**src/rtl/cpu_pipe_pkg.sv**
```systemverilog
// cpu_pipe_pkg: shared pipeline metadata types for the hazard tracker.
// Provides the register address width, the per-stage write-back
// descriptor, the watchdog state encoding and the reg-write qualifier.
package cpu_pipe_pkg;
    localparam int REG_ADDR_W = 5;
    typedef struct packed {
        logic                  valid;
        logic [REG_ADDR_W-1:0] write_reg;
        logic                  reg_write;
        logic                  mem_read;
    } stage_meta_t;
    typedef enum logic [1:0] {RUN, STALLING, TRIPPED} wd_state_t;
    // A write to $0 is architecturally a no-op, so it is never reported.
    function automatic logic reg_write_out(input stage_meta_t s);
        return s.valid & s.reg_write & (s.write_reg != '0);
    endfunction
endpackage

```
**src/rtl/hazard_perf_counters.sv**
```systemverilog
// hazard_perf_counters: saturating stall/flush/retire counters plus stall watchdog.
// Ports: clk, reset (async, active-high); stall_ev/flush_ev/retire_ev event
// strobes; stall_cnt/flush_cnt/retire_cnt saturating counts; stall_timeout
// sticky flag once stall_ev has been held for MAX_STALL consecutive cycles.
module hazard_perf_counters
    import cpu_pipe_pkg::*;
#(
    parameter int CNT_W     = 32,
    parameter int MAX_STALL = 4
) (
    input  logic             clk,
    input  logic             reset,
    input  logic             stall_ev,
    input  logic             flush_ev,
    input  logic             retire_ev,
    output logic [CNT_W-1:0] stall_cnt,
    output logic [CNT_W-1:0] flush_cnt,
    output logic [CNT_W-1:0] retire_cnt,
    output logic             stall_timeout
);
    localparam int SW = $clog2(MAX_STALL + 1);
    logic [CNT_W-1:0] stall_cnt_q, stall_cnt_d, flush_cnt_q, flush_cnt_d, retire_cnt_q, retire_cnt_d;
    logic [SW-1:0]    run_q, run_d;
    wd_state_t        state_q, state_d;
    always_comb begin
        stall_cnt_d  = (stall_ev && stall_cnt_q != '1) ? stall_cnt_q + 1'b1 : stall_cnt_q;
        flush_cnt_d  = (flush_ev && flush_cnt_q != '1) ? flush_cnt_q + 1'b1 : flush_cnt_q;
        retire_cnt_d = (retire_ev && retire_cnt_q != '1) ? retire_cnt_q + 1'b1 : retire_cnt_q;
        state_d = state_q;
        run_d   = run_q;
        case (state_q)
            RUN: if (stall_ev) begin
                state_d = STALLING;
                run_d   = SW'(1);
            end
            STALLING: begin
                run_d   = stall_ev ? run_q + 1'b1 : '0;
                state_d = !stall_ev ? RUN : (run_q == SW'(MAX_STALL - 1)) ? TRIPPED : STALLING;
            end
            default: ;
        endcase
    end
    always_ff @(posedge clk or posedge reset) begin
        if (reset) begin
            stall_cnt_q  <= '0;
            flush_cnt_q  <= '0;
            retire_cnt_q <= '0;
            run_q        <= '0;
            state_q      <= RUN;
        end else begin
            stall_cnt_q  <= stall_cnt_d;
            flush_cnt_q  <= flush_cnt_d;
            retire_cnt_q <= retire_cnt_d;
            run_q        <= run_d;
            state_q      <= state_d;
        end
    end
    assign stall_cnt     = stall_cnt_q;
    assign flush_cnt     = flush_cnt_q;
    assign retire_cnt    = retire_cnt_q;
    assign stall_timeout = state_q == TRIPPED;
endmodule

```
**src/rtl/hazard_pipe_tracker.sv**
```systemverilog
// hazard_pipe_tracker: ID/EX, EX/MEM, MEM/WB destination metadata for hazard detection.
// Ports: clk, reset (async, active-high); id_* decode descriptor; enable_1
// (0 = stall), reset1 (IF/ID flush, counted), reset2 (ID/EX bubble);
// ex_*/mem_*/wb_* qualified stage descriptors; retire pulse; perf counters
// and the sticky stall_timeout flag.
module hazard_pipe_tracker
    import cpu_pipe_pkg::*;
#(
    parameter int CNT_W     = 32,
    parameter int MAX_STALL = 4
) (
    input  logic                  clk,
    input  logic                  reset,
    input  logic                  id_valid,
    input  logic [REG_ADDR_W-1:0] id_write_reg,
    input  logic                  id_reg_write,
    input  logic                  id_mem_read,
    input  logic                  enable_1,
    input  logic                  reset1,
    input  logic                  reset2,
    output logic [REG_ADDR_W-1:0] ex_write_reg,
    output logic                  ex_reg_write,
    output logic                  ex_mem_read,
    output logic [REG_ADDR_W-1:0] mem_write_reg,
    output logic                  mem_reg_write,
    output logic                  mem_mem_read,
    output logic [REG_ADDR_W-1:0] wb_write_reg,
    output logic                  wb_reg_write,
    output logic                  retire,
    output logic [CNT_W-1:0]      stall_cnt,
    output logic [CNT_W-1:0]      flush_cnt,
    output logic [CNT_W-1:0]      retire_cnt,
    output logic                  stall_timeout
);
    stage_meta_t idex_q, idex_d, exmem_q, memwb_q;
    // The flush wins over a stall: a stalled-but-flushed ID/EX still becomes a bubble.
    always_comb begin
        idex_d = (reset2 || !id_valid) ? '0 : '{valid: 1'b1, write_reg: id_write_reg, reg_write: id_reg_write, mem_read: id_mem_read};
    end
    always_ff @(posedge clk or posedge reset) begin
        if (reset) begin
            idex_q  <= '0;
            exmem_q <= '0;
            memwb_q <= '0;
        end else begin
            idex_q  <= idex_d;
            exmem_q <= idex_q;
            memwb_q <= exmem_q;
        end
    end
    assign ex_write_reg  = idex_q.write_reg;
    assign ex_reg_write  = reg_write_out(idex_q);
    assign ex_mem_read   = idex_q.valid & idex_q.mem_read;
    assign mem_write_reg = exmem_q.write_reg;
    assign mem_reg_write = reg_write_out(exmem_q);
    assign mem_mem_read  = exmem_q.valid & exmem_q.mem_read;
    assign wb_write_reg  = memwb_q.write_reg;
    assign wb_reg_write  = reg_write_out(memwb_q);
    assign retire        = memwb_q.valid;
    hazard_perf_counters #(.CNT_W(CNT_W), .MAX_STALL(MAX_STALL)) u_perf (
        .clk          (clk),
        .reset        (reset),
        .stall_ev     (!enable_1),
        .flush_ev     (reset1),
        .retire_ev    (retire),
        .stall_cnt    (stall_cnt),
        .flush_cnt    (flush_cnt),
        .retire_cnt   (retire_cnt),
        .stall_timeout(stall_timeout)
    );
endmodule

```
**config.mk**
```make
export PLATFORM = sky130hd
export DESIGN_NAME = hazard_pipe_tracker
export DESIGN_NICKNAME = d
export VERILOG_FILES = /design/src/rtl/cpu_pipe_pkg.sv /design/src/rtl/hazard_perf_counters.sv /design/src/rtl/hazard_pipe_tracker.sv
export SDC_FILE = /design/constraint.sdc
export NUM_CORES = 1
export LEC_CHECK = 0
export CAP_MARGIN = 20
export CORE_MARGIN = 3
export CORE_UTILIZATION = 40
export CTS_BUF_LIST = sky130_fd_sc_hd__clkbuf_8
export DETAILED_ROUTE_END_ITERATION = 10
export DONT_BUFFER_PORTS = 1
export PLACE_DENSITY = 0.64
export SLEW_MARGIN = 30
export SYNTH_ARGS = -nofsm -noshare
export SYNTH_HDL_FRONTEND = slang
export SYNTH_HIERARCHICAL = 1
export SYNTH_SLANG_ARGS = --single-unit
```
**constraint.sdc**
```tcl
create_clock -name clk -period 8.2 [get_ports clk]
set_input_delay 0.82 -clock clk [delete_from_list [all_inputs] [get_ports clk]]
set_output_delay 0.82 -clock clk [all_outputs]
set_load 0.02 [all_outputs]
```
==> results.cfg <==
[status]
status = completed

[setup_path]
crit_required_ns = 8.51
cp_max_fo = 12
arrival_ns = 2.93
path_class = reg -> reg
worst_setup_path_end_kind = flip-flop
crit_start = u_perf/retire_cnt[0]$_DFFE_PP0P_
reg2reg_from = u_perf/retire_cnt[0]$_DFFE_PP0P_
r2r-end = u_perf/retire_cnt[1]$_DFFE_PP0P_
max_stage_delay_ns = 0.68
r2r_setup_slack_ns = 5.59
path_cells = ha_1 -> and2_1 -> nand4_1 -> or4_1 -> nand2_1 -> mux2_2
crit_end = u_perf/retire_cnt[1]$_DFFE_PP0P_
cp-start-kind = flip-flop
critical_path.slowest_cell = or4_1
worstRegToRegCells = 6

[timing]
final.min_clock_period_ns = 2.61
setup_viol = 0
worstMarginPinSlew_ns = 0.956
rsz0062_at_grt = no
relSlewSlack_pct = 35.7
tns_ns = 0
finClkSkew_ns = 0.00792
setup_ws_ns = 5.59
hold_viol_final = 0
fin_crit_sh_pct = 31.9
maxSlewViolCount = 0
clock.fmax_mhz = 382

[logic_synthesis]
synthesis.nets = 521
synth_area_um2 = 5620
syn_avg_cell_area_um2 = 11.2
yosysWarnings = 6
synth_cell_types = 51
ys_ff_latch = 124
synthFlopType = dfrtp_1
yosys.area_share.simple_pct = 22.2
yosys.area.top_type_share_pct = 55.2
synth_area_leaders = dfrtp_1, xnor2_1, nand4_1
synth_compound_area_share_pct = 3.79
synthXorXnorAreaFrac_pct = 13.3
synth_top_family_by_area = simple AND/OR/NAND/NOR gates
yosysTopAreaCell = dfrtp_1
syn_inst = 503
ys_seq_area_share_pct = 55.2
synthArstFlopShare_pct = 100
synthAdderAreaFrac_pct = 1.11
synth-edff-count = 0
synthMuxAreaShare_pct = 0.802

[place]
place_area_um2 = 5700
dp_hpwl_um = 8660
place_congestion = 0.832
portBuffers = 0
pre_cts_ws_ns = 5.63

[die]
die_area_um2 = 15500
rows = 42
start_util_pct = 41.6
design.core.area_um2 = 13500
dieHeight_um = 125
die_x_um = 125
ioPinCount = 131

[grt]
grt_pass1_vias = 3818
grt_overflow = 0
grt_pass1_wl_um = 19900
globalRouteTotalUtil_pct = 15.8
grt_max_degree = 55
grt_antenna_before_repair = 0

[pwr]
leakage_nw = 2.72
seq_power_share_pct = 57.1
vdd_ir_drop_max_v = 0.000142
power_mw = 1.42
power_density_nw_per_um2 = 234
comb_power_share_pct = 8.5
swShare_pct = 31.8
clkPwrFrac_pct = 34.4
internal-power_mw = 0.969
p_switching_mw = 0.451

[route]
vias = 3797
first_iter_violations = 328
dr.pass1.iters = 4
drc = 0
vias_per_cell = 5.50
finalWirelength_um = 12000
wl_per_cell_um = 17.4
antenna_left = 0

[clock_tree]
path_clk_slew_ns = 0.07
cts_tree = done
h-tree-depth = 4
clk_path_buf_depth = 2
clock-sinks = 124
root_buffer = clkbuf_8
cts_hold_buf = 0
clk_latency_ns = 0.43
cts_made_buffers = 17
cts_setup_buffers = 0
cts_resized = 0

[job]
cap_violations = 0

[final_layout]
nNetsFinal = 519
syn2layout_area_growth_pct = 7.91
drive_gt1_share_pct = 9.14
design_area_um2 = 6060
antenna_cells = 0
fillers = 1244

[worst_hold_path]
hold_class = in -> async
## cells in the final DEF (no fill, tap or decap), drive strengths merged, types with 2 or more instances in the layout
cell type,instances
mux2,4
or4,3
and3,21
xnor2,62
nand3,37
nor2,26
o311a,3
and2,13
or2,2
nand2,35
nor2b,3
clkinvlp,5
a31oi,3
nor3,10
nor4,4
nand4,34
inv,15
clkbuf,19
dfrtp,124
clkinv,6
a21oi,8
a41oi,2
ha,5
or3,7
nand4b,3
and4,12
xor2,23
o21ai,8
## cells by family (layout without fill, tap and decap cells)
| family | count (synthesis) | after routing |
|---|---|---|
| XOR/XNOR | 85 | 85 |
| adder cells (fa/ha/maj) | 5 | 5 |
| multiplexers | 4 | 4 |
| AND/OR/NAND/NOR | 217 | 217 |
| AO/OA/AOI/OAI | 32 | 32 |
| flip-flops | 124 | 124 |
| buffers and inverters | 36 | 47 |
## worst min-delay path by stage
stage / cells after the start / startpoint / slack (ns) / end
4_1_cts: 1 / reset / 0.33 / u_perf/stall_cnt[27]$_DFFE_PP0P_
3_5_place_dp: 0 / idex_q[0]$_DFF_PP0_ / 0.36 / exmem_q[0]$_DFF_PP0_
5_1_grt: 1 / reset / 0.35 / u_perf/stall_cnt[30]$_DFFE_PP0P_
2_1_floorplan: 0 / idex_q[0]$_DFF_PP0_ / 0.35 / exmem_q[0]$_DFF_PP0_
6_report: 1 / reset / 0.33 / u_perf/stall_cnt[26]$_DFFE_PP0P_
3_3_place_gp: 0 / idex_q[0]$_DFF_PP0_ / 0.35 / exmem_q[0]$_DFF_PP0_
## critical path, delay by kind of cell (launching register included)
family	cells	cell delay [ns]
flops	1	0.55
mux	1	0.36
simple gates	4	1.23
fa+ha+maj	1	0.35
## power by group through the flow
stage          clock, mW  combinational [mW]  sequential [mW]
2_1_floorplan          0               0.107            0.791
3_3_place_gp           0               0.114            0.820
3_5_place_dp           0               0.120            0.824
4_1_cts            0.508               0.121            0.812
5_1_grt            0.538               0.137            0.823
6_report           0.488               0.121            0.811
## synthesized netlist by cell type (5+ instances only)
master / count
or3_1: 5
a21oi_1: 8
and4_1: 11
ha_1: 5
nand3_1: 36
dfrtp_1: 124
inv_1: 14
nor3_1: 10
and3_1: 21
xor2_1: 23
xnor2_1: 62
buf_4: 15
nand4_1: 33
and2_1: 13
o21ai_0: 8
nand2_1: 35
nor2_1: 26
## metrics by stage
step	hold slack (ns)	utilization [%]	instances
final	0.332	44.9	690
after global routing	0.352	44.9	690
after CTS	0.334	44.9	690
after detailed placement	0.359	42.2	658
after global placement	0.354	42.2	658
after floorplan	0.346	-	503
## per-layer routing
layer	GRT usage [%]	routed length, um	vias to the layer above
li1	-	-	1772
met1	19.6	5220	1900
met2	24.7	5740	110
met3	6.05	868	15
met4	6.64	170	0
met5	0	0	-
## layout make-up
| type | instances | area (um^2) | share of cell area [%] |
|---|---|---|---|
| multi-input cells | 343 | 2310 | 38.2 |
| flip-flops and latches | 124 | 3100 | 51.2 |
| well taps | 176 | 220 | 3.63 |
| clock inverters | 13 | 101 | 1.67 |
| clock buffers | 19 | 262 | 4.31 |
| inverters | 14 | 55.1 | 0.908 |
| repair buffers | 1 | 7.51 | 0.124 |
Note: power is estimated with default switching activity, not from simulation.
